<file path="src/rtl/plic_irq_sink_pkg.sv">
// Shared definitions for the PLIC IRQ sink: register offsets, response codes, decoded write.
// Latency: none (types, constants and a pure decode helper only).
// Backpressure: not applicable.
package plic_irq_sink_pkg;

  localparam logic [7:0] IRQ_BASE_OFF = 8'h00;
  localparam logic [7:0] EVT_CNT_OFF  = 8'h80;

  localparam logic [1:0] RESP_OKAY    = 2'b00;
  localparam logic [1:0] RESP_SLVERR  = 2'b10;

  // A fully joined AW+W write, offset already reduced to the decoded byte range.
  typedef struct packed {
    logic [7:0]  offset;
    logic [31:0] data;
    logic [3:0]  strb;
  } wr_req_t;

  // True when the offset is a word-aligned IRQ_i register of an existing target.
  function automatic logic is_irq_off(input logic [7:0] off, input int num_targets);
    logic [7:0] rel;
    rel = off - IRQ_BASE_OFF;
    return (rel[1:0] == 2'b00) && (int'(rel[7:2]) < num_targets);
  endfunction

endpackage

</file>
<file path="src/rtl/plic_irq_sink_wr_join.sv">
// Joins independent AW and W channels through one-entry holds into a single commit pulse.
// Latency: commit is combinational in the cycle the second half arrives (held or handshaking).
// Backpressure: each channel stalls while its hold is full or a write response is pending.
module plic_irq_sink_wr_join
  import plic_irq_sink_pkg::*;
(
  input  logic        clk,
  input  logic        rst,
  input  logic [7:0]  i_aw_off,
  input  logic        i_aw_vld,
  output logic        o_aw_rdy,
  input  logic [31:0] i_w_dat,
  input  logic [3:0]  i_w_strb,
  input  logic        i_w_vld,
  output logic        o_w_rdy,
  input  logic        i_b_busy,
  output logic        o_commit,
  output wr_req_t     o_req
);

  logic        r_aw_held;
  logic [7:0]  r_aw_off;
  logic        r_w_held;
  logic [31:0] r_w_dat;
  logic [3:0]  r_w_strb;

  logic w_aw_hs;
  logic w_w_hs;
  logic w_aw_avail;
  logic w_w_avail;

  // Readies drop during reset so nothing is accepted before the block is live.
  assign o_aw_rdy   = !rst && !r_aw_held && !i_b_busy;
  assign o_w_rdy    = !rst && !r_w_held && !i_b_busy;
  assign w_aw_hs    = i_aw_vld && o_aw_rdy;
  assign w_w_hs     = i_w_vld && o_w_rdy;
  assign w_aw_avail = r_aw_held || w_aw_hs;
  assign w_w_avail  = r_w_held || w_w_hs;
  assign o_commit   = w_aw_avail && w_w_avail;

  // A held half always wins over the live bus, since its ready is low anyway.
  assign o_req.offset = r_aw_held ? r_aw_off : i_aw_off;
  assign o_req.data   = r_w_held  ? r_w_dat  : i_w_dat;
  assign o_req.strb   = r_w_held  ? r_w_strb : i_w_strb;

  // Capture a lone half; release both holds when the pair commits.
  always_ff @(posedge clk or posedge rst) begin
    if (rst) begin
      r_aw_held <= 1'b0;
      r_aw_off  <= '0;
      r_w_held  <= 1'b0;
      r_w_dat   <= '0;
      r_w_strb  <= '0;
    end else begin
      if (o_commit) begin
        r_aw_held <= 1'b0;
      end else if (w_aw_hs) begin
        r_aw_held <= 1'b1;
        r_aw_off  <= i_aw_off;
      end
      if (o_commit) begin
        r_w_held <= 1'b0;
      end else if (w_w_hs) begin
        r_w_held <= 1'b1;
        r_w_dat  <= i_w_dat;
        r_w_strb <= i_w_strb;
      end
    end
  end

endmodule

</file>
<file path="src/rtl/plic_irq_axil_sink.sv">
// AXI4-Lite sink for PLIC notifications: per-target IRQ level registers plus a rising-edge counter.
// Latency: write commit -> bvalid/irq_o next cycle; AR handshake -> rvalid/rdata next cycle.
// Backpressure: AW/W stall while a hold is full or bvalid is pending; AR stalls while rvalid is pending.
module plic_irq_axil_sink
  import plic_irq_sink_pkg::*;
#(
  parameter int axil_addr_width_p = 32,
  parameter int axil_data_width_p = 32,
  parameter int num_targets_p     = 2
)(
  input  logic                           aclk,
  input  logic                           reset_i,
  input  logic [axil_addr_width_p-1:0]   s00_axi_awaddr,
  input  logic [2:0]                     s00_axi_awprot,
  input  logic                           s00_axi_awvalid,
  output logic                           s00_axi_awready,
  input  logic [axil_data_width_p-1:0]   s00_axi_wdata,
  input  logic [axil_data_width_p/8-1:0] s00_axi_wstrb,
  input  logic                           s00_axi_wvalid,
  output logic                           s00_axi_wready,
  output logic [1:0]                     s00_axi_bresp,
  output logic                           s00_axi_bvalid,
  input  logic                           s00_axi_bready,
  input  logic [axil_addr_width_p-1:0]   s00_axi_araddr,
  input  logic [2:0]                     s00_axi_arprot,
  input  logic                           s00_axi_arvalid,
  output logic                           s00_axi_arready,
  output logic [axil_data_width_p-1:0]   s00_axi_rdata,
  output logic [1:0]                     s00_axi_rresp,
  output logic                           s00_axi_rvalid,
  input  logic                           s00_axi_rready,
  output logic [num_targets_p-1:0]       irq_o
);

  logic [num_targets_p-1:0]     r_irq;
  logic [num_targets_p-1:0]     r_irq_q;
  logic [31:0]                  r_evt_cnt;
  logic                         r_bvalid;
  logic [1:0]                   r_bresp;
  logic                         r_rvalid;
  logic [axil_data_width_p-1:0] r_rdata;
  logic [1:0]                   r_rresp;

  logic                         w_commit;
  wr_req_t                      w_req;
  logic                         w_wr_irq;
  logic                         w_wr_evt;
  logic                         w_edge;
  logic                         w_ar_hs;
  logic [7:0]                   w_ar_off;
  logic [axil_data_width_p-1:0] w_rd_dat;
  logic [1:0]                   w_rd_resp;
  logic                         w_unused;

  plic_irq_sink_wr_join u_wr_join (
    .clk      (aclk),
    .rst      (reset_i),
    .i_aw_off (s00_axi_awaddr[7:0]),
    .i_aw_vld (s00_axi_awvalid),
    .o_aw_rdy (s00_axi_awready),
    .i_w_dat  (s00_axi_wdata),
    .i_w_strb (s00_axi_wstrb),
    .i_w_vld  (s00_axi_wvalid),
    .o_w_rdy  (s00_axi_wready),
    .i_b_busy (r_bvalid),
    .o_commit (w_commit),
    .o_req    (w_req)
  );

  assign w_wr_irq = is_irq_off(w_req.offset, num_targets_p);
  assign w_wr_evt = (w_req.offset == EVT_CNT_OFF);
  assign w_edge   = |(r_irq & ~r_irq_q);

  assign w_ar_off        = s00_axi_araddr[7:0];
  assign s00_axi_arready = !reset_i && !r_rvalid;
  assign w_ar_hs         = s00_axi_arvalid && s00_axi_arready;

  assign irq_o          = r_irq;
  assign s00_axi_bvalid = r_bvalid;
  assign s00_axi_bresp  = r_bresp;
  assign s00_axi_rvalid = r_rvalid;
  assign s00_axi_rdata  = r_rdata;
  assign s00_axi_rresp  = r_rresp;

  // Protection bits, upper address bits and unused data/strobe lanes carry no meaning here.
  assign w_unused = &{1'b0, s00_axi_awprot, s00_axi_arprot,
                      s00_axi_awaddr[axil_addr_width_p-1:8], s00_axi_araddr[axil_addr_width_p-1:8],
                      w_req.data[31:1], w_req.strb[3:1]};

  // IRQ level registers: only byte lane 0 carries the level bit.
  always_ff @(posedge aclk or posedge reset_i) begin
    if (reset_i) begin
      r_irq <= '0;
    end else if (w_commit && w_wr_irq && w_req.strb[0]) begin
      for (int i = 0; i < num_targets_p; i++) begin
        if (int'(w_req.offset[7:2]) == i) r_irq[i] <= w_req.data[0];
      end
    end
  end

  // Delayed copy of irq_o for edge detection, and the edge counter where a write clear beats an edge.
  always_ff @(posedge aclk or posedge reset_i) begin
    if (reset_i) begin
      r_irq_q   <= '0;
      r_evt_cnt <= '0;
    end else begin
      r_irq_q <= r_irq;
      if (w_commit && w_wr_evt) r_evt_cnt <= '0;
      else if (w_edge)          r_evt_cnt <= r_evt_cnt + 32'd1;
    end
  end

  // Write response: raised by a commit, held until bready.
  always_ff @(posedge aclk or posedge reset_i) begin
    if (reset_i) begin
      r_bvalid <= 1'b0;
      r_bresp  <= RESP_OKAY;
    end else if (w_commit) begin
      r_bvalid <= 1'b1;
      r_bresp  <= (w_wr_irq || w_wr_evt) ? RESP_OKAY : RESP_SLVERR;
    end else if (s00_axi_bready) begin
      r_bvalid <= 1'b0;
    end
  end

  // Read mux over current (pre-commit) register state.
  always_comb begin
    w_rd_dat  = '0;
    w_rd_resp = RESP_SLVERR;
    if (w_ar_off == EVT_CNT_OFF) begin
      w_rd_dat  = r_evt_cnt;
      w_rd_resp = RESP_OKAY;
    end else if (is_irq_off(w_ar_off, num_targets_p)) begin
      w_rd_resp = RESP_OKAY;
      for (int i = 0; i < num_targets_p; i++) begin
        if (int'(w_ar_off[7:2]) == i) w_rd_dat[0] = r_irq[i];
      end
    end
  end

  // Read response: captured on AR handshake, held stable until rready.
  always_ff @(posedge aclk or posedge reset_i) begin
    if (reset_i) begin
      r_rvalid <= 1'b0;
      r_rdata  <= '0;
      r_rresp  <= RESP_OKAY;
    end else if (w_ar_hs) begin
      r_rvalid <= 1'b1;
      r_rdata  <= w_rd_dat;
      r_rresp  <= w_rd_resp;
    end else if (s00_axi_rready) begin
      r_rvalid <= 1'b0;
    end
  end

endmodule
</file>
<file path="config.mk">
export PLATFORM = sky130hd
export DESIGN_NAME = plic_irq_axil_sink
export DESIGN_NICKNAME = d
export VERILOG_FILES = /design/src/rtl/plic_irq_sink_pkg.sv /design/src/rtl/plic_irq_sink_wr_join.sv /design/src/rtl/plic_irq_axil_sink.sv
export SDC_FILE = /design/constraint.sdc
export NUM_CORES = 1
export LEC_CHECK = 0
export ABC_CLOCK_PERIOD_IN_PS = 2800
export BUFFER_PORTS_ARGS = -buffer_cell sky130_fd_sc_hd__buf_2
export CAP_MARGIN = 20
export CELL_PAD_IN_SITES_DETAIL_PLACEMENT = 1
export CELL_PAD_IN_SITES_GLOBAL_PLACEMENT = 2
export CORE_ASPECT_RATIO = 1.4
export CORE_MARGIN = 5
export CORE_UTILIZATION = 29
export CTS_CLUSTER_SIZE = 8
export DETAILED_ROUTE_END_ITERATION = 12
export PLACE_DENSITY_LB_ADDON = 0.1
export SETUP_SLACK_MARGIN = 0.1
export SLEW_MARGIN = 20
export SYNTH_ARGS = -nofsm -noshare
export SYNTH_HDL_FRONTEND = slang
export SYNTH_SLANG_ARGS = --single-unit
</file>
<file path="constraint.sdc">
create_clock -name aclk -period 2.8 [get_ports aclk]
set_clock_uncertainty 0.05 [all_clocks]
set_input_delay 0.28 -clock aclk [delete_from_list [all_inputs] [get_ports aclk]]
set_output_delay 0.28 -clock aclk [all_outputs]
set_load 0.03 [all_outputs]
</file>
==> flow_summary.toml <==
[power_and_ir_drop]
internal_power_mw = 2.693
p_per_area_mw_per_mm2 = 915.7
p_leak_nw = 2.111
ir_worst_vdd_v = 0.0004081
pwr-share-clk_pct = 26.4
swShare_pct = 37.94
pwr-share-seq_pct = 43.3
comb_power_share_pct = 30.3
power.switching_mw = 1.647

[yosys]
synth_top_area_share_pct = 54.19
synth_fa_ha_area_share_pct = 0.3226
synth_top_family_by_area = "compound AO/OA/AOI/OAI gates"
synth_top_area_cell = "dfrtp_1"
yosys_warnings = 0
ys_seq_area_share_pct = 54.19
synthDistinctLibCells = 52
synth-seq-cells = 84
synth-simple-area-share_pct = 16.68
ys_async_sr_fraction_pct = 100.0
syn_inst = 347
synth_edf_count = 0
syn_area_sq_mm = 0.003879
syn_avg_cell_area_sq_um = 11.18
synth_compound_area_share_pct = 18.55
synthXorXnorAreaFrac_pct = 2.258
synthTopCellsByArea = "dfrtp_1, a22o_1, mux2_2, o31ai_1, a21oi_1"
synth_flop_cell = "dfrtp_1"
muxShareOfSynthArea_pct = 4.581

[timing]
period_share_pct = 79.23
worst_slack_ps = 581.7
max_freq_ghz = 0.4508
timing.final.hold_violations = 0
period_needed_ps = 2218
slew_headroom_pct = 40.79
tns_ps = 0
drv_slew = 0
tightestPinTransition_ps = 887.1
setup_violations = 0
grt_setup_unrepaired = "no"

[floorplanning]
chipWidth_um = 107.7
die_y_um = 146.8
ios = 156
row_count = 50
initial_core_util_pct = 29.25
dieArea_sq_mm = 0.01582
core-area_sq_mm = 0.01326

[detailed_routing]
vias_per_cell = 5.169
drc = 0
num_vias = 3117
first_pass_iters = 4
routed_wl_um = 10370
postRouteAntennaNets = 0
drtIter0Drc = 87
routedWlPerCell_um = 17.20

[finish]
areaGrowthSynthToFinish_pct = 22.19
nets = 531
fin_cells = 603
final_common_cell = "dfrtp_1"
regArea_sq_mm = 0.002102
fill_cells = 1511
drive_gt1_share_pct = 28.74
diodes = 0
final_cell_mix = "dfrtp_1, buf_2, a22o_1, a21oi_1, nor2_1"
multi_input_area_sq_mm = 0.001663

[setup_path]
worstReg2RegStart = "r_evt_cnt[0]"
cp_max_fo = 15
worstPathRequired_ps = 3010
worstPathCellList = "ha_1 -> nand3_1 -> or4_4 -> or4_1 -> a21oi_1"
cp_num_buf_inv = 0
reg2reg_slack_ps = 580
path_depth = 5
crit_type = "reg2reg"
critPathSlowestCell = "or4_4"
worstPathArrival_ps = 2430
cp-start-kind = "flop"
crit_start = "r_evt_cnt[0]"
end_kind = "flop"
reg2reg_depth = 5
slowest_delay_ps = 580
path_delay_family = "simple AND/OR/NAND/NOR gates"
rr_endpoint = "r_evt_cnt[20]"

[global_routing]
track_usage_pct = 14.09
grt_max_degree = 50
grt_pass1_vias = 3361
grt_overflow = 0
antenna_found_initial = 0
grt_pass1_wl_um = 17780

[clock_tree]
cts_tree = "yes"
post_cts_resized = 0
cts_root_buffer = "clkbuf_16"
clockBufferDepth = 2
cts_buffers = 9
cts.sinks = 84
htree_num_levels = 3
clk_latency_ps = 330
post_cts_buffers = 0
path_clk_slew_ps = 60
cts-hold-fix-buffers = 0

[placement]
gp_congestion = 0.7476
place_ws_ps = 580.0
port_buffers = 65
placed_cells = 588
hpwl_um = 7567

[flow_run]
drv_cap = 0

[min_path]
hold_path_depth = 2
worstHoldStart = "s00_axi_rready"
min_to = "s00_axi_rvalid"
hold_path_class = "in2reg"

[status]
status = "finished, final reports clean"
-- flip-flops by register name (all words and copies together) (netlist names) --
signal               cells
u_wr_join.r_w_dat        1
r_irq_q                  2
s00_axi_bvalid           1
s00_axi_bresp            1
u_wr_join.r_w_strb       1
s00_axi_rresp            1
s00_axi_rdata           32
u_wr_join.r_aw_off       8
r_evt_cnt               32
s00_axi_rvalid           1
irq_o                    2
u_wr_join.r_w_held       1
u_wr_join.r_aw_held      1
-- layout make-up --
cell class | instances | area share [%]
inverters | 11 | 0.8976
repair buffers | 77 | 8.765
flip-flops and latches | 84 | 44.35
clock inverters | 1 | 0.1056
well taps | 182 | 4.805
clock buffers | 14 | 5.993
multi-input cells | 234 | 35.08
-- power groups by stage --
| stage | clock (mW) | combinational, mW | sequential [mW] |
|---|---|---|---|
| after floorplan | 0 | 0.992 | 1.80 |
| after global placement | 0 | 1.30 | 1.89 |
| after detailed placement | 0 | 1.33 | 1.91 |
| after CTS | 1.19 | 1.34 | 1.89 |
| after global routing | 1.25 | 1.48 | 1.94 |
| final | 1.15 | 1.32 | 1.88 |
-- metrics by stage --
| step | cell area [sq um] | hold WS, ps | power (mW) | util (%) |
|---|---|---|---|---|
| floorplan | 3882 | 326.4 | 2.793 | - |
| global placement | 4451 | 409.6 | 3.195 | 33.56 |
| detailed placement | 4451 | 418.6 | 3.239 | 33.56 |
| CTS | 4740 | 64.17 | 4.413 | 35.74 |
| global route | 4740 | 66.51 | 4.672 | 35.74 |
| finish | 4740 | 67.50 | 4.340 | 35.74 |
-- layer usage --
metal,track usage (%),vias to the layer above,part of all wire (%)
li1,-,1469,-
met1,16.87,1597,43
met2,24.91,43,53
met3,3.165,8,3.6
met4,4.296,0,1.1
met5,0,-,0
-- logic make-up (layout without fill, tap and decap cells) --
logic type / count (synthesis) / count (layout)
AND/OR/NAND/NOR: 106 / 106
AO/OA/AOI/OAI: 99 / 99
flip-flops: 84 / 84
buffers and inverters: 30 / 103
multiplexers: 16 / 16
XOR/XNOR: 10 / 10
adder cells (fa/ha/maj): 1 / 1
other: 1 / 2
-- cell usage after synthesis, drive strengths merged, types with 7 or more instances --
library cell	instances
dfrtp	84
a22o	32
a21oi	24
nor2	17
o31ai	16
nand2	15
mux2	14
or4	14
clkbuf	13
inv	11
nand3	11
o21ai	10
nand4	9
xnor2	7
-- worst max path at each step --
| stage | to | slack [ps] |
|---|---|---|
| floorplan | irq_o[0] | 300 |
| global placement | r_evt_cnt[26] | 600 |
| finish | r_evt_cnt[20] | 580 |
| detailed placement | r_evt_cnt[20] | 580 |
| global route | r_evt_cnt[20] | 400 |
| CTS | r_evt_cnt[20] | 560 |
(Power assumes the default switching activity.)
